**config.mk**
```make
export PLATFORM = sky130hd
export DESIGN_NAME = avl_master_bridge
export DESIGN_NICKNAME = d
export VERILOG_FILES = /design/src/rtl/avl_bus_pkg.sv /design/src/rtl/avl_wait_timer.sv /design/src/rtl/avl_master_bridge.sv
export SDC_FILE = /design/constraint.sdc
export NUM_CORES = 1
export LEC_CHECK = 0
export CAP_MARGIN = 10
export CORE_ASPECT_RATIO = 1.4
export CORE_MARGIN = 3
export CORE_UTILIZATION = 41
export DETAILED_ROUTE_END_ITERATION = 8
export PLACE_DENSITY = 0.86
export REMOVE_ABC_BUFFERS = 1
export SYNTH_ARGS = -nofsm -noshare
export SYNTH_HDL_FRONTEND = slang
export SYNTH_SLANG_ARGS = --single-unit
```
**constraint.sdc**
```tcl
create_clock -name clk -period 4.5 [get_ports clk]
set_input_delay 0.675 -clock clk [delete_from_list [all_inputs] [get_ports clk]]
set_output_delay 0.675 -clock clk [all_outputs]
set_load 0.03 [all_outputs]
```
**src/rtl/avl_bus_pkg.sv**
```systemverilog
// rtl/avl_bus_pkg.sv - shared types and constants for the Avalon-MM master bridge
package avl_bus_pkg;

  localparam int AVL_AW = 32;
  localparam int AVL_DW = 32;
  localparam logic [3:0] BE_WORD = 4'b1111;

  typedef enum logic [1:0] {
    IDLE  = 2'd0,
    BUS_I = 2'd1,
    BUS_D = 2'd2,
    RESP  = 2'd3
  } bridge_state_t;

endpackage

```
**src/rtl/avl_wait_timer.sv**
```systemverilog
// rtl/avl_wait_timer.sv - stall counter with clear/enable and terminal-count flag
module avl_wait_timer #(
  parameter int TIMEOUT_CYCLES = 8
) (
  input  logic clk,
  input  logic reset,
  input  logic i_clr,
  input  logic i_en,
  output logic o_tc
);

  localparam int CW = (TIMEOUT_CYCLES > 1) ? $clog2(TIMEOUT_CYCLES) : 1;
  localparam logic [CW-1:0] LAST = CW'(TIMEOUT_CYCLES - 1);

  logic [CW-1:0] r_cnt;

  // Terminal count fires on the Nth enabled cycle, so the abort lands on that edge.
  assign o_tc = i_en && (r_cnt == LAST);

  always_ff @(posedge clk) begin
    if (!reset) begin
      r_cnt <= '0;
    end else if (i_clr) begin
      r_cnt <= '0;
    end else if (i_en && !o_tc) begin
      r_cnt <= r_cnt + CW'(1);
    end
  end

endmodule

```
**src/rtl/avl_master_bridge.sv**
```systemverilog
// rtl/avl_master_bridge.sv - merges CPU fetch and data ports onto one Avalon-MM master
module avl_master_bridge
  import avl_bus_pkg::*;
#(
  parameter int DATA_PRIORITY  = 1,
  parameter int TIMEOUT_CYCLES = 0
) (
  input  logic        clk,
  input  logic        reset,
  input  logic        i_req,
  input  logic [31:0] i_addr,
  output logic        i_done,
  output logic [31:0] i_rdata,
  input  logic        d_req,
  input  logic        d_we,
  input  logic [31:0] d_addr,
  input  logic [3:0]  d_be,
  input  logic [31:0] d_wdata,
  output logic        d_done,
  output logic [31:0] d_rdata,
  output logic        err,
  output logic        busy,
  output logic [31:0] address,
  output logic        read,
  output logic        write,
  output logic [3:0]  byteenable,
  output logic [31:0] writedata,
  input  logic        waitrequest,
  input  logic [31:0] readdata
);

  bridge_state_t r_state;
  logic          w_in_bus;
  logic          w_timeout;
  logic          w_take_d;
  logic          w_unused_bits;

  assign w_in_bus      = (r_state == BUS_I) || (r_state == BUS_D);
  assign w_take_d      = d_req && ((DATA_PRIORITY != 0) || !i_req);
  assign w_unused_bits = ^{i_addr[1:0], d_addr[1:0]};

  generate
    if (TIMEOUT_CYCLES > 0) begin : g_timer
      avl_wait_timer #(
        .TIMEOUT_CYCLES(TIMEOUT_CYCLES)
      ) u_timer (
        .clk   (clk),
        .reset (reset),
        .i_clr (!w_in_bus),
        .i_en  (w_in_bus && waitrequest),
        .o_tc  (w_timeout)
      );
    end else begin : g_no_timer
      assign w_timeout = 1'b0;
    end
  endgenerate

  always_ff @(posedge clk) begin
    if (!reset) begin
      r_state    <= IDLE;
      read       <= 1'b0;
      write      <= 1'b0;
      i_done     <= 1'b0;
      d_done     <= 1'b0;
      err        <= 1'b0;
      busy       <= 1'b0;
      address    <= '0;
      writedata  <= '0;
      byteenable <= '0;
      i_rdata    <= '0;
      d_rdata    <= '0;
    end else begin
      i_done <= 1'b0;
      d_done <= 1'b0;
      err    <= 1'b0;
      case (r_state)
        IDLE: begin
          if (w_take_d) begin
            address    <= {d_addr[31:2], 2'b00};
            byteenable <= d_be;
            writedata  <= d_wdata;
            read       <= !d_we;
            write      <= d_we;
            busy       <= 1'b1;
            r_state    <= BUS_D;
          end else if (i_req) begin
            address    <= {i_addr[31:2], 2'b00};
            byteenable <= BE_WORD;
            read       <= 1'b1;
            write      <= 1'b0;
            busy       <= 1'b1;
            r_state    <= BUS_I;
          end
        end
        BUS_I, BUS_D: begin
          // Done pulses are set on the exit edge so they are visible during RESP.
          if (!waitrequest) begin
            if (r_state == BUS_I) begin
              i_rdata <= readdata;
              i_done  <= 1'b1;
            end else begin
              if (read) begin
                d_rdata <= readdata;
              end
              d_done <= 1'b1;
            end
            read    <= 1'b0;
            write   <= 1'b0;
            r_state <= RESP;
          end else if (w_timeout) begin
            i_done  <= (r_state == BUS_I);
            d_done  <= (r_state == BUS_D);
            err     <= 1'b1;
            read    <= 1'b0;
            write   <= 1'b0;
            r_state <= RESP;
          end
        end
        RESP: begin
          busy    <= 1'b0;
          r_state <= IDLE;
        end
        default: begin
          busy    <= 1'b0;
          r_state <= IDLE;
        end
      endcase
    end
  end

endmodule
```
==> summary.md, run 1 <==
| Metric | Value |
|---|---|
| P per Cell Area | `552.8 nW/um^2` |
| Clk Tree Root Cell | `clkbuf_16` |
| WP depth | `6` |
| CTS Buffer Depth | `2` |
| Layout cell share with drive strength beyond 1 | `0.09174` |
| IO Count | `276` |
| Clk pwr share | `0.314` |
| Die ar. | `14740 sq um` |
| Post-CTS Resized | `0` |
| WL/cell | `16.10 microns` |
| Worst R2R Path Depth | `6` |
| ANT nets after route | `0` |
| Hold Worst Slack | `about 0.45 ns` |
| Worst path bufs/invs | `2` |
| Gr ovfl total | `0` |
| Slowest stage cell, crit path | `o21a_2` |
| NetSw | `1.718 mW` |
| Predominant post-synthesis flop cell | `dfxtp_1` |
| Worst relative slew slack | `0.2460` |
| Syn Area/Cell | `8.897 sq um` |
| DR vias | `5061` |
| Min cycle time layout | `2.396 ns` |
| Least-Margin Pin Slew | `~1.1 ns` |
| Post-DP HPWL | `12070 microns` |
| Die width | `103.5 microns` |
| Num CTS Buffers | `17` |
| Pre-antenna DRT Iters | `5` |
| CP delay by family, top | `compound AO/OA/AOI/OAI gates` |
| H-tree depth | `4` |
| WP data arrival | `2.72 ns` |
| Synth cell types | `34` |
| Largest net degree at the start of global routing | `46` |
| Yosys Warn Count | `0` |
| Int Power | `3.147 mW` |
| CTS tree | `yes` |
| Req. time, crit path | `4.82 ns` |
| Max VDD drop | `0.3184 mV` |
| R2R setup slack | `roughly 2.1 ns` |
| Clock transition at the registers of the reported paths | `0.06 ns` |
| Die Y | `roughly 140 microns` |
| Post-synth EDFFs | `0` |
| Final setup TNS | `0 ns` |
| Port bufs | `~270` |
| Syn Std Cell Area | `5454 sq um` |
| Drt total wl | `16920 microns` |
| CP max stage delay | `0.76 ns` |
| Area growth, synth to finish | `61.39%` |
| Worst clock skew | `0.01116 ns` |
| Worst-path fanout max | `39` |
| Hold Vio Cnt, Final | `0` |
| Async SR Flop Fraction | `0` |
| Most common cell in the netlist | `nand2_1` |
| Top cells by area, synth | `dfxtp_1, nand2_1, a211oi_2` |
| Starting Density | `0.4216` |
| Outcome | `finished, final reports clean` |
| Sw Share | `0.3532` |
| Vias/cell | `4.815` |
| Hold path depth | `2` |
| Final setup violation count | `0` |
| Area share of the largest cell type after synthesis | `0.5029` |
| Vias in the first global route | `4953` |
| Share of the yosys chip area belonging to registers | `0.5029` |
| Static leakage | `roughly 3.2 nW` |
| Post-synth top cells | `nand2_1, dfxtp_1, a21oi_1, a21boi_0` |
| Fillcell total | `between 1000 and 1500` |
| CP Cell Sequence | `inv_1 > ha_1 > o21a_2 > buf_4 > nor2_1 > a211oi_2` |
| Initial DRC Count | `169` |
| Critical path endpoint category | `flop` |
| #FFs+latches synth | `roughly 140` |
| CP startpoint kind | `flop` |
| Crit share post-route | `0.5324` |
| Post-CTS Setup Inserts | `0` |
| DRC | `0` |
| Max Clock Freq | `417.4 MHz` |
| Nets | `around 1000` |
| Combinational share of power | `0.369` |
| Total clock sinks | `roughly 140` |
| Global placer's final weighted congestion | `between 0.7 and 0.8` |
| Hold Crit Class | `flop to flop` |
| First-pass GRT wire length | `~26000 microns` |
| Core Region | `12940 sq um` |
| Sequential Power Share | `0.317` |
| Maxcap violations | `0` |
| Cell taking the most area after synthesis | `dfxtp_1` |
| Hold buffer count at cts | `0` |
| Total GRT Usage | `0.2264` |
| Clock latency on the worst-skew pair | `0.41 ns` |
| Std cell rows | `a little under 50` |
| Syn Inst Count | `613` |
| Worst Path Class, Setup | `flop to flop` |
| Max Slew Vio Count | `0` |
| RSZ-0062 raised after global routing | `false` |
| Initial antenna violation count | `1` |
final timing paths:
kind / from / end
max: r_state[1]$_SDFFE_PN0P_ / address[17]$_SDFFE_PN0P_
min: i_rdata[25]$_SDFFE_PN0P_ / i_rdata[25]$_SDFFE_PN0P_
max reg2reg: r_state[1]$_SDFFE_PN0P_ / address[17]$_SDFFE_PN0P_
min reg2reg: i_rdata[25]$_SDFFE_PN0P_ / i_rdata[25]$_SDFFE_PN0P_
per-layer routing:
| layer | track usage | vias to the layer above | share of wire |
|---|---|---|---|
| met5 | 0 | - | 0 |
| met4 | 0.1003 | 0 | 0.035 |
| met3 | 0.05836 | 35 | 0.061 |
| met2 | 0.3858 | 153 | 0.53 |
| met1 | 0.2625 | 2355 | 0.38 |
| li1 | - | 2518 | - |
worst register-to-register path, cell delays in order (launching register included):
cell      delay (ns)
dfxtp_1         0.31
inv_1           0.14
ha_1            0.28
o21a_2          0.76
buf_4           0.48
nor2_1          0.11
a211oi_2        0.22
area by class of cell:
class,count,area [sq um],area share
clock inverter,13,215.2,0.02445
inverter,4,16.27,0.001848
antenna,1,2.502,0.0002843
timing repair buffer,277,2745,0.3119
clock buffer,18,429.2,0.04876
tap,178,222.7,0.02530
multi-input combinational,423,2429,0.2759
sequential,137,2743,0.3116
power by group through the flow:
| stage | clock [mW] | sequential (mW) | combinational [mW] |
|---|---|---|---|
| after floorplan | 0 | 1.97 | 0.635 |
| after global placement | 0 | 1.56 | 1.77 |
| after detailed placement | 0 | 1.57 | 1.80 |
| after CTS | 1.56 | 1.54 | 1.81 |
| after global routing | 1.61 | 1.57 | 1.93 |
| final | 1.53 | 1.54 | 1.79 |
cell usage in the layout, fill, tap and decap left out:
cell / n
mux2i_1: 32
inv_1: 3
nor3_1: 1
nand2_2: 1
or2_1: 1
clkbuf_1: 1
a211oi_1: 1
nand3_1: 1
bufinv_16: 5
nand2_1: 198
a21boi_1: 2
nor2_1: 32
diode_2: 1
ha_1: 5
nor4bb_4: 1
nand4bb_1: 1
clkinvlp_4: 1
a21boi_0: 34
nor2b_2: 1
o311a_1: 1
a211oi_2: 30
buf_4: 9
nor2b_1: 4
o21ai_0: 2
clkbuf_16: 17
o21a_2: 1
dfxtp_1: 137
and3_1: 1
clkinv_2: 2
conb_1: 3
a2111oi_0: 1
buf_2: 1
nor3b_2: 1
nand2b_1: 1
clkdlybuf4s50_1: 267
o221a_2: 4
clkinv_4: 2
and2_1: 2
a21oi_1: 61
inv_6: 4
stage by stage:
stage	area (sq um)	std cells	power (mW)	setup WS, ns	utilization
2_1_floorplan	5169	564	2.604	1.069	-
3_3_place_gp	8155	1019	3.326	1.775	0.6304
3_5_place_dp	8155	1019	3.364	1.710	0.6304
4_1_cts	8800	1050	4.912	2.064	0.6802
5_1_grt	8802	1051	5.111	1.851	0.6804
6_report	8802	1051	4.866	2.104	0.6804
sequential cells by signal, indices dropped and copies added (netlist names), 2 cells and up:
register and flops:
address 30, byteenable 4, d_rdata 32, i_rdata 32, r_state 2, writedata 32
logic make-up after synthesis:
logic type      share of synthesized area
simple gates                       0.1789
flops                              0.5029
mux                               0.05873
compound gates                     0.1909
fa+ha+maj                         0.01147
buf+inv                           0.05643
other cells                     0.0006876
No activity file was read; power rests on OpenSTA's default activity.
==> run 2, diff against run 1 <==
--- a/config.mk
+++ b/config.mk
@@ -8,9 +8,9 @@
 export CAP_MARGIN = 10
 export CORE_ASPECT_RATIO = 1.4
 export CORE_MARGIN = 3
-export CORE_UTILIZATION = 41
+export CORE_UTILIZATION = 40
 export DETAILED_ROUTE_END_ITERATION = 8
-export PLACE_DENSITY = 0.86
+export PLACE_DENSITY = 0.84
 export REMOVE_ABC_BUFFERS = 1
 export SYNTH_ARGS = -nofsm -noshare
 export SYNTH_HDL_FRONTEND = slang
==> constraint.sdc (replaced) <==
create_clock -name clk -period 2.4 [get_ports clk]
set_input_delay 0.36 -clock clk [delete_from_list [all_inputs] [get_ports clk]]
set_output_delay 0.36 -clock clk [all_outputs]
set_load 0.03 [all_outputs]
==> summary.md, run 2 (synthesized netlist as in run 1, its figures left out) <==
| Metric | Value |
|---|---|
| Outcome | `finished, final reports clean` |
| Pre-antenna DRT Iters | `4 (-1)` |
| Nets | `1007 (+0.40%)` |
| Die Y | `144.2 microns (+1.2%)` |
| Clock transition at the registers of the reported paths | `0.06 ns (about the same)` |
| Commonest cells after routing, fill and taps aside | `clkdlybuf4s50_1, nand2_1, dfxtp_1` |
| Port bufs | `268 (unchanged)` |
| Total clock sinks | `137 (unchanged)` |
| Gr ovfl total | `0 (unchanged)` |
| Max VDD drop | `0.5799 mV (+82%)` |
| Commonest non-fill, non-tap cell in the layout | `clkdlybuf4s50_1` |
| Diodes inserted | `0 (-1)` |
| ANT nets after route | `0 (unchanged)` |
| Die ar. | `15090 sq um (+2.4%)` |
| Vias in the first global route | `4927 (-0.52%)` |
| Post-CTS Resized | `0 (unchanged)` |
| Worst-path fanout max | `28 (-28%)` |
| Core Region | `13120 sq um (+1.4%)` |
| Largest registers | `d_rdata (32), i_rdata (32), writedata (32)` |
| RSZ-0062 raised after global routing | `false` |
| Static leakage | `3.256 nW (+1.2%)` |
| Starting Density | `0.4157 (-0.005910)` |
| Final setup violation count | `0 (unchanged)` |
| Worst relative slew slack | `0.5342 (+0.2881)` |
| Die width | `104.7 microns (+1.2%)` |
| Least-Margin Pin Slew | `0.6963 ns (-0.4347 ns)` |
| WP data arrival | `2.16 ns (-0.56 ns)` |
| Global placer's final weighted congestion | `0.7985 (+3.1%)` |
| Hold Crit Class | `input port to flop` |
| IO Count | `276 (unchanged)` |
| Req. time, crit path | `2.72 ns (-2.10 ns)` |
| Initial antenna violation count | `0 (-1)` |
| Largest net degree at the start of global routing | `62 (+35%)` |
| Final cell count without fillers | `1054 (+0.29%)` |
| Drt total wl | `16790 microns (-0.81%)` |
| Hold buffer count at cts | `0 (unchanged)` |
| Initial DRC Count | `128 (-24%)` |
| Max Clock Freq | `543.3 MHz (+30%)` |
| CTS Buffer Depth | `2 (unchanged)` |
| Crit share post-route | `0.7670 (+0.2346)` |
| Clock latency on the worst-skew pair | `0.40 ns (about the same)` |
| CTS tree | `yes` |
| P per Cell Area | `1017 nW/um^2 (+84%)` |
| Hold Vio Cnt, Final | `0 (unchanged)` |
| First-pass GRT wire length | `25590 microns (-0.69%)` |
| Num CTS Buffers | `17 (unchanged)` |
| Vias/cell | `4.767 (-1.0%)` |
| H-tree depth | `4 (unchanged)` |
| Pre-CTS WS | `0.4166 ns (-1.293 ns)` |
| DR vias | `5024 (-0.73%)` |
| CP startpoint kind | `flop` |
| Post-DP HPWL | `12270 microns (+1.7%)` |
| Std cell rows | `49 (unchanged)` |
| Post-CTS Setup Inserts | `0 (unchanged)` |
| DRC | `0 (unchanged)` |
| Min cycle time layout | `1.841 ns (-0.5550 ns)` |
| Max Slew Vio Count | `0 (unchanged)` |
| Clk Tree Root Cell | `clkbuf_16` |
| Placed Cells | `1023 (+0.39%)` |
| WL/cell | `15.93 microns (-1.1%)` |
| Layout cell share with drive strength beyond 1 | `0.09703 (+0.005289)` |
| Area growth, synth to finish | `63.13%` |
| Maxcap violations | `0 (unchanged)` |
| Total GRT Usage | `0.2142 (-0.01219)` |
| Critical path endpoint category | `flop` |
| Worst Path Class, Setup | `flop to flop` |
| Worst clock skew | `0.007852 ns (-0.003304 ns)` |
| Setup WS post-layout | `0.5593 ns (-1.545 ns)` |
-- run 2: final timing paths --
| check | start | end | slack [ns] | depth (start not counted) |
|---|---|---|---|---|
| max reg2reg | r_state[0]$_SDFFE_PN0P_ | d_rdata[30]$_SDFFE_PN0P_ | 0.56 | 6 |
| min | d_req | write$_SDFFE_PN0P_ | 0.44 | 3 |
| max | r_state[0]$_SDFFE_PN0P_ | d_rdata[30]$_SDFFE_PN0P_ | 0.56 | 6 |
| min reg2reg | d_rdata[15]$_SDFFE_PN0P_ | d_rdata[15]$_SDFFE_PN0P_ | 0.45 | 2 |
-- run 2: cell type report --
type	instances	area (sq um)
multi-input cells	423	2429
well taps	178	222.7
repair buffers	281	2875
inverters	4	16.27
clock buffers	20	466.7
flip-flops and latches	137	2743
fillers	1048	4223
clock inverters	11	145.1
-- run 2: critical path, cell delays in order, from the launching register on --
cell and delay [ns]:
dfxtp_1 0.39, inv_1 0.10, ha_1 0.39, nor4bb_4 0.42, buf_12 0.24, nand2_1 0.07, a21boi_0 0.15
-- run 2: metrics by stage --
step	hold WS, ns	power (mW)	instance area (sq um)	utilization	setup TNS [ns]
6_report	0.4357	9.045	8897	0.6781	0
5_1_grt	0.4492	9.508	8897	0.6781	0
4_1_cts	0.4216	9.135	8897	0.6781	0
3_5_place_dp	0.4454	6.433	8285	0.6315	0
3_3_place_gp	0.4401	6.366	8285	0.6315	0
2_1_floorplan	0.4738	4.883	5169	-	-32.68
-- run 2: power breakdown --
group | leakage, nW | total, mW | internal [mW] | switching [mW]
Sequential | 1.12 | 2.88 | 2.68 | 0.198
Clock | 0.294 | 2.68 | 1.71 | 0.969
Combinational | 1.84 | 3.48 | 1.47 | 2.01
Total | 3.26 | 9.04 | 5.86 | 3.18
-- run 2: metal layers --
metal  track usage  up-vias  routed length [microns]
met5             0        -                        0
met2        0.3792      153                     8829
li1              -     2530                        -
met1        0.2414     2297                     6403
met3       0.05226       44                      806
met4        0.1085        0                      748
==> run 3, diff against run 2 <==
==> constraint.sdc (replaced) <==
create_clock -name clk -period 1.8 [get_ports clk]
set_input_delay 0.27 -clock clk [delete_from_list [all_inputs] [get_ports clk]]
set_output_delay 0.27 -clock clk [all_outputs]
set_load 0.03 [all_outputs]
==> summary.md, run 3 (synthesized netlist as in run 1, its figures left out) <==
| Metric | Value |
|---|---|
| Outcome | `finished, final reports clean` |
| WL/cell | `16.31 microns (+2.4%)` |
| Commonest cells after routing, fill and taps aside | `clkdlybuf4s50_1, nand2_1, dfxtp_1` |
| CTS tree | `yes` |
| Commonest non-fill, non-tap cell in the layout | `clkdlybuf4s50_1` |
| Clk pwr share | `0.299 (+0.003)` |
| Worst clock skew | `0.01099 ns (+0.003137 ns)` |
| R2R setup slack | `0.17 ns (-0.39 ns)` |
| DR vias | `5140 (+2.3%)` |
| CTS Buffer Depth | `2 (unchanged)` |
| Sequential Power Share | `0.309 (-0.010)` |
| Die Y | `144.2 microns (unchanged)` |
| Die ar. | `15090 sq um (unchanged)` |
| Final cell count without fillers | `1065 (+1.0%)` |
| Core Region | `13120 sq um (unchanged)` |
| Total clock sinks | `137 (unchanged)` |
| Hold path depth | `3 (unchanged)` |
| Largest net degree at the start of global routing | `50 (-19%)` |
| Setup WS post-layout | `0.05476 ns (-0.5045 ns)` |
| P per Cell Area | `1369 nW/um^2 (+35%)` |
| Initial antenna violation count | `0 (unchanged)` |
| Total power | `12.43 mW (+37%)` |
| Combinational share of power | `0.391 (+0.006)` |
| Post-DP HPWL | `12150 microns (-1.0%)` |
| Worst R2R Path Depth | `7 (+1)` |
| Fillcell total | `1019 (-2.8%)` |
| DRC | `0 (unchanged)` |
| Total GRT Usage | `0.2155 (+0.001298)` |
| Gr ovfl total | `0 (unchanged)` |
| Global placer's final weighted congestion | `0.7977 (-0.10%)` |
| Hold path endpoint | `writedata[24]$_SDFFE_PN0P_` |
| CP delay by family, top | `buffers and inverters` |
| Drt total wl | `17370 microns (+3.5%)` |
| Clock latency on the worst-skew pair | `0.41 ns (about the same)` |
| Num CTS Buffers | `17 (unchanged)` |
| Diodes inserted | `0 (unchanged)` |
| Std cell rows | `49 (unchanged)` |
| Placed Cells | `1030 (+0.68%)` |
| Int Power | `8.059 mW (+37%)` |
| Worst-path fanout max | `2 (-93%)` |
| RSZ-0062 raised after global routing | `false` |
| Req. time, crit path | `1.53 ns (-1.19 ns)` |
| Max Clock Freq | `573.0 MHz` |
| Clk Tree Root Cell | `clkbuf_16` |
| Starting Density | `0.4157 (unchanged)` |
| Register area | `2743 sq um (unchanged)` |
| Worst Path Class, Setup | `flop to output port` |
| Die width | `104.7 microns (unchanged)` |
| Critical path endpoint category | `output port` |
| Pre-CTS WS | `0.02766 ns (-0.3889 ns)` |
| Largest registers | `d_rdata (32), i_rdata (32), writedata (32)` |
| Min-delay src | `d_wdata[24]` |
| Final setup violation count | `0 (unchanged)` |
| NetSw | `4.367 mW (+37%)` |
| Vias in the first global route | `4921 (-0.12%)` |
| Reg2reg end | `d_rdata[30]$_SDFFE_PN0P_` |
| Area growth, synth to finish | `66.46%` |
| Slowest stage cell, crit path | `clkdlybuf4s50_1` |
| Area of the multi-input gates | `2441 sq um (+0.52%)` |
| Sw Share | `0.3514 (about the same)` |
| Hold Vio Cnt, Final | `0 (unchanged)` |
| Clock transition at the registers of the reported paths | `0.06 ns (about the same)` |
| Reg-to-reg startpoint | `r_state[1]$_SDFFE_PN0P_` |
| Port bufs | `268 (unchanged)` |
| H-tree depth | `4 (unchanged)` |
| Max Slew Vio Count | `0 (unchanged)` |
| Pre-antenna DRT Iters | `4 (unchanged)` |
| WP data arrival | `1.48 ns (-0.68 ns)` |
| Layout cell share with drive strength beyond 1 | `0.1082 (+0.01120)` |
| Vias/cell | `4.826 (+1.3%)` |
| Crit share post-route | `0.9696` |
| IO Count | `276 (unchanged)` |
| Min cycle time layout | `1.745 ns` |
| Hold Crit Class | `input port to flop` |
| CP max stage delay | `0.71 ns (+0.29 ns)` |
| CP Cell Sequence | `clkdlybuf4s50_1` |
| Static leakage | `3.357 nW (+3.1%)` |
| Hold Worst Slack | `0.4043 ns (-0.03142 ns)` |
| ANT nets after route | `0 (unchanged)` |
| Initial DRC Count | `175 (+37%)` |
| Nets | `1017 (+0.99%)` |
| Max VDD drop | `0.9264 mV (+60%)` |
| Maxcap violations | `0 (unchanged)` |
| First-pass GRT wire length | `25720 microns (+0.54%)` |
| CP startpoint kind | `flop` |
| Worst path bufs/invs | `1 (-1)` |
[run 3: cell count changes in the layout (fill, tap and decap cells not counted), moves of 2 or more]
cell	before	now
buf_12	8	12
clkinv_2	4	2
clkinv_4	1	4
buf_4	5	10
clkbuf_8	3	1
[run 3: layout make-up]
class,count,share of cell area
repair buffers,291,0.3327
flip-flops and latches,137,0.3021
well taps,178,0.02453
clock buffers,19,0.04879
inverters,4,0.001792
multi-input cells,423,0.2689
clock inverters,13,0.02122
[run 3: per-stage QoR]
step | setup TNS (ns) | instance area (sq um) | util
2_1_floorplan | -82.60 | 5169 | -
3_3_place_gp | 0 | 8388 | 0.6393
3_5_place_dp | 0 | 8388 | 0.6393
4_1_cts | 0 | 9024 | 0.6878
5_1_grt | 0 | 9079 | 0.6920
6_report | 0 | 9079 | 0.6920
[run 3: worst max-delay path by stage]
| stage | end | cells past startpoint | start |
|---|---|---|---|
| floorplan | d_rdata[0]$_SDFFE_PN0P_ | 5 | r_state[0]$_SDFFE_PN0P_ |
| global placement | r_state[0]$_SDFFE_PN0P_ | 4 | waitrequest |
| detailed placement | d_rdata[30]$_SDFFE_PN0P_ | 5 | waitrequest |
| CTS | read | 1 | read$_SDFFE_PN0P_ |
| global route | address[15] | 1 | address[15]$_SDFFE_PN0P_ |
| finish | i_rdata[4] | 1 | i_rdata[4]$_SDFFE_PN0P_ |
[run 3: what timing repair did]
| action | 4_1_cts | 5_1_grt |
|---|---|---|
| hold buffers | 0 | 0 |
| setup buffers | 0 | 2 |
| endpoints found under the hold margin | 0 | 0 |
| resized for setup | 0 | 3 |
| endpoints found under the setup margin | 0 | 28 |
[run 3: power by group through the flow]
stage / Sequential, mW / Combinational, mW / Clock (mW)
floorplan: 4.92 / 1.59 / 0
detailed placement: 3.90 / 4.79 / 0
finish: 3.84 / 4.86 / 3.72
CTS: 3.85 / 4.83 / 3.78
global route: 3.91 / 5.17 / 3.91
global placement: 3.87 / 4.73 / 0
[run 3: layer usage]
layer,vias up,share of wire,track usage,wire length [microns]
met4,0,0.045,0.1209,790
li1,2544,-,-,-
met1,2384,0.37,0.2345,6492
met5,-,0,0,0
met3,46,0.050,0.05404,871
met2,166,0.53,0.3846,9219
[run 3: worst reg2reg max path, stage by stage (launching register included)]
cell and delay [ns]:
dfxtp_1 0.33, inv_1 0.12, ha_4 0.33, nor4bb_4 0.22
buf_4 0.18, buf_12 0.14, nand2_1 0.07, a21boi_0 0.17
==> variant 1, RTL diff (config.mk and constraints of run 3) <==
The 4 states of `bridge_state_t` get a Gray code encoding in 2 bits.
--- a/src/rtl/avl_bus_pkg.sv
+++ b/src/rtl/avl_bus_pkg.sv
@@ -6,10 +6,10 @@
   localparam logic [3:0] BE_WORD = 4'b1111;
 
   typedef enum logic [1:0] {
-    IDLE  = 2'd0,
-    BUS_I = 2'd1,
-    BUS_D = 2'd2,
-    RESP  = 2'd3
+    IDLE  = 2'b00,
+    BUS_I = 2'b01,
+    BUS_D = 2'b11,
+    RESP  = 2'b10
   } bridge_state_t;
 
 endpackage
Check against the original RTL: no difference found for any inputs over 4 cycles, from zero or initial values and one cycle with reset low; so few cycles prove little.
==> variant 1 against run 3 <==
Sequential cell count unchanged; via count is essentially flat; global-route usage grew 0.34 points; sequential share of layout area is 1.7 points higher; synthesized area fell by 4.2%; worst setup slack got worse by 0.0095 ns; cell count fell by 4.5%; utilization shrank 0.70 points; final area fell by 5.3%; hold slack worse by 0.035 ns; wire length shrank 8.0%.
Power is not compared: it rests on default switching activity, and its combinational part moved more than twofold at a synthesized area within 25%.
==> variant 1: results (changes against run 3) <==
outcome finished clean; P_seq roughly 3.4 mW; CTS Root Cell clkbuf_16; Detail Route met2 WL 8430 um (-8.6%); H-tree depth 4 (unchanged); WL met3 1250 um (+44%); Inserted Diodes 0 (unchanged); vias in the first global route 5,003 (+1.7%); initial antenna violation count 1 (+1); Synth area leaders dfxtp_1 52%, nand2_1 12%, a21oi_1 9.3%; Fill cells 995 (-2.4%); met2 GRT Util 0.385 (about the same); Max Clock Skew 0.0121 ns (+0.00110 ns); dpl ws 0.0723 ns (+0.0447 ns); post-synthesis sequential area ratio 0.525 (+0.0220); xor/xnor share of the synthesized area 0 (unchanged); Synth Area in Compound Gates 0.182 (-0.00864); worst vdd ir ~630 uV; R2R cell count 5 (-2); layout cell share with drive strength beyond 1 0.0681 (-0.0402); CTS Buf Count 17 (unchanged); Hold Path Depth 4 (+1); dpl cell area 0.00798 mm^2 (-4.8%); global-route wire length before repair 24,900 um (-3.2%); final wirelength 16,000 um (-8.0%); FFs w/ async S/R, synth 0 (unchanged); CP max stage cell clkdlybuf4s50_1; warnings from Yosys 0 (unchanged); Largest regs d_rdata (32), i_rdata (32), writedata (32); post-DP HPWL 11,500 um (-5.5%); largest net degree at the start of global routing 85 (+70%); DR pass1 iterations 4 (unchanged); Vias 5,137 (-0.058%); post-synth cell types 26 (-24%); Design Area, Final 0.00860 mm^2 (-5.3%); RePlAce Congestion 0.792 (-0.73%); routed metal-1 wirelength 5950 um (-8.3%); post-synthesis mux area share 0.0575 (-0.00126); met3 usage in global routing 0.0881 (+0.0341); GR Util All Layers 0.219 (+0.00338); top sig layer met5; DRT iter0 DRCs 198 (+13%); top cells by count, synth 164 x nand2_1, 137 x dfxtp_1, 97 x a21oi_1; Max Slew Vio Count 0 (unchanged); met1 Usage GRT 0.236 (+0.00112); Post-synth EDFFs 0 (unchanged); fin nets 992 (-2.5%); Adder-Cell Fraction of Synth Area 0 (-0.0115)
==> variant 1: cell types whose count changed in the layout (fill, tap and decap cells not counted), moves of 31 or more <==
cell      before  now
a21boi_0      34    0
a21oi_1       61   97
o21ai_0        2   34
nand3_1        1   32
nand2_1      198  164
==> variant 1: stage by stage <==
| step | total power [mW] | instances | hold slack (ns) |
|---|---|---|---|
| 6_report | 8.72 | 1017 | 0.369 |
| 3_5_place_dp | 5.21 | 985 | 0.446 |
| 5_1_grt | 9.08 | 1017 | 0.383 |
| 2_1_floorplan | 4.24 | 549 | 0.381 |
| 3_3_place_gp | 5.18 | 985 | 0.440 |
| 4_1_cts | 8.81 | 1017 | 0.353 |
==> variant 1: layout make-up <==
type / instances / area share
clock buffer: 17 / 0.0495
clock inverter: 15 / 0.0218
inverter: 3 / 0.00146
multi-input combinational: 409 / 0.251
sequential: 137 / 0.319
tap: 150 / 0.0218
timing repair buffer: 286 / 0.336
==> variant 1: cells by family (layout without fill, tap and decap cells) <==
| family | count (synthesis) | count (layout) |
|---|---|---|
| and+or+nand+nor | 208 | 208 |
| AOI/OAI and AO/OA | 168 | 168 |
| DFF | 137 | 137 |
| buffers and inverters | 61 | 321 |
| muxes | 30 | 30 |
| other | 1 | 3 |
==> variant 1: worst paths after layout <==
check                           startpoint  slack [ns]                  endpoint
setup / recovery  address[21]$_SDFFE_PN0P_        0.05               address[21]
hold / removal                       reset        0.37  d_rdata[10]$_SDFFE_PN0P_
setup reg to reg   r_state[1]$_SDFFE_PN0P_        0.27         read$_SDFFE_PN0P_
hold reg to reg   i_rdata[28]$_SDFFE_PN0P_        0.45  i_rdata[28]$_SDFFE_PN0P_
==> variant 1: timing repair <==
action / 4_1_cts / 5_1_grt
gates resized for setup: 0 / 1
setup endpoints to repair: 0 / 1
setup buffers: 0 / 0
==> variant 2, RTL diff (config.mk and constraints of run 3) <==
Without the edit above. Make the reset (`reset`) asynchronous in 2 clocked blocks.
--- a/src/rtl/avl_wait_timer.sv
+++ b/src/rtl/avl_wait_timer.sv
@@ -17,7 +17,7 @@
   // Terminal count fires on the Nth enabled cycle, so the abort lands on that edge.
   assign o_tc = i_en && (r_cnt == LAST);
 
-  always_ff @(posedge clk) begin
+  always_ff @(posedge clk or negedge reset) begin
     if (!reset) begin
       r_cnt <= '0;
     end else if (i_clr) begin
--- a/src/rtl/avl_master_bridge.sv
+++ b/src/rtl/avl_master_bridge.sv
@@ -55,7 +55,7 @@
     end
   endgenerate
 
-  always_ff @(posedge clk) begin
+  always_ff @(posedge clk or negedge reset) begin
     if (!reset) begin
       r_state    <= IDLE;
       read       <= 1'b0;
Check against the original RTL: differs if reset is asserted again (counterexample within 4 cycles, from zero or initial values and one cycle with reset low); with reset held inactive, the same outputs for 4 cycles.
==> variant 2 against run 3 <==
Wire length down 12%; register-to-register slack worse by 0.16 ns; sequential cell count unchanged; worst setup slack worse by 0.044 ns; synthesized area up 3.5%; final area up 2.3%; fmax down 2.4%; via count down 20%; highest routed layer unchanged.
Power is not compared: it rests on default switching activity, and its combinational part moved more than twofold at a synthesized area within 25%.
==> variant 2: results (changes against run 3) <==
largest family of logic cells by synthesized area multiplexers; post-synthesis sequential area ratio 0.607 (+0.104); FF-to-FF setup slack 0.01 ns (-0.16 ns); fin nets 811 (-20%); post-DP HPWL 11,300 um (-6.7%); CP max stage cell dfrtp_1; H-tree depth 4 (unchanged); post-synth cell types 28 (-18%); largest net degree at the start of global routing 61 (+22%); crit path from r_state[0]$_DFFE_PN0P_; dpl cells 827 (-20%); DRT iter0 DRCs 76 (-57%); global-route wire length before repair 23,700 um (-7.9%); R2R cell count 6 (-1); Worst Path Max Fanout 8 (+6); Synth area leaders dfrtp_1 61%, mux2_2 14%, mux2_4 8.0%; Adder-Cell Fraction of Synth Area 0.00887 (-0.00261); layout cell share with drive strength beyond 1 0.229 (+0.121); top cells by count, synth 137 x dfrtp_1, 68 x mux2_2, 33 x nand2_1, 33 x o21ai_0; final hold slack 0.336 ns (-0.0688 ns); dpl cell area 0.00859 mm^2 (+2.4%); Fill cells 992 (-2.6%); vias in the first global route 4,470 (-9.2%); GR Util All Layers 0.194 (-0.0211); CP endpoint d_rdata[9]$_DFFE_PN0P_; Synth Area in Compound Gates 0.0450 (-0.146); Max Clock Skew 0.00834 ns (-0.00265 ns); met2 GRT Util 0.349 (-0.0356); Clock Pin Slew Worst Setup and Hold Paths 0.06 ns (about the same); Final Non-Filler Cells 864 (-19%); met1 Usage GRT 0.211 (-0.0239); met3 usage in global routing 0.0646 (+0.0105); Max Fclk 559 MHz (-2.4%); DR vias/cell 4.75 (-1.7%); WP data arrival 2.08 ns (+0.60 ns); outcome finished clean; max incr delay on CP 0.40 ns (-0.31 ns); syn avg cell area 14.7 um^2 (+65%); final wirelength 15,300 um (-12%)
-- variant 2: changes by cell type in the layout (fill, tap and decap cells not counted), sizes merged, moves of 4 or more --
cell | before | now
a21oi | 61 | 1
nand2 | 199 | 33
o22a | 0 | 4
o221a | 4 | 0
mux2 | 0 | 98
dfrtp | 0 | 137
a21boi | 36 | 0
a211oi | 31 | 0
inv | 5 | 11
nor2 | 32 | 1
buf | 23 | 19
o21ai | 2 | 34
clkinv | 6 | 2
dfxtp | 137 | 0
-- variant 2: what timing repair did --
action                     in CTS  in global routing
gates cloned                    0                  2
setup endpoints to repair       5                 35
buffers inserted                0                  2
pin swaps                       0                  2
gates resized for setup         2                  5
hold buffers                    1                  0
hold endpoints to repair       35                  0
-- variant 2: area by class of cell --
cell class	instances	area [um^2]	share of cell area
clock buffer	19	443	0.0477
clock inverter	13	158	0.0170
inverter	5	18.8	0.00202
multi-input combinational	220	2050	0.221
sequential	137	3430	0.369
tap	182	228	0.0245
timing repair buffer	288	2960	0.319
-- variant 2: per-layer routing --
layer | up-vias | part of all wire
met3 | 23 | 0.075
li1 | 1914 | -
met1 | 1985 | 0.36
met4 | 0 | 0.022
met5 | - | 0
met2 | 178 | 0.55
-- variant 2: worst max-delay path: cells and delay by family, from the launching register on --
family	cells	cell delay, ns
adders and majority gates	1	0.27
buffers and inverters	2	0.27
DFF	1	0.40
muxes	1	0.30
and+or+nand+nor	2	0.43
-- variant 2: power groups by stage --
stage / logic (mW) / clock network (mW) / registers, mW
floorplan: 2.42 / 0 / 8.41
detailed placement: 9.74 / 0 / 5.52
global placement: 9.51 / 0 / 5.40
CTS: 9.81 / 3.59 / 5.49
finish: 9.82 / 3.52 / 5.48
global route: 10.3 / 3.73 / 5.68
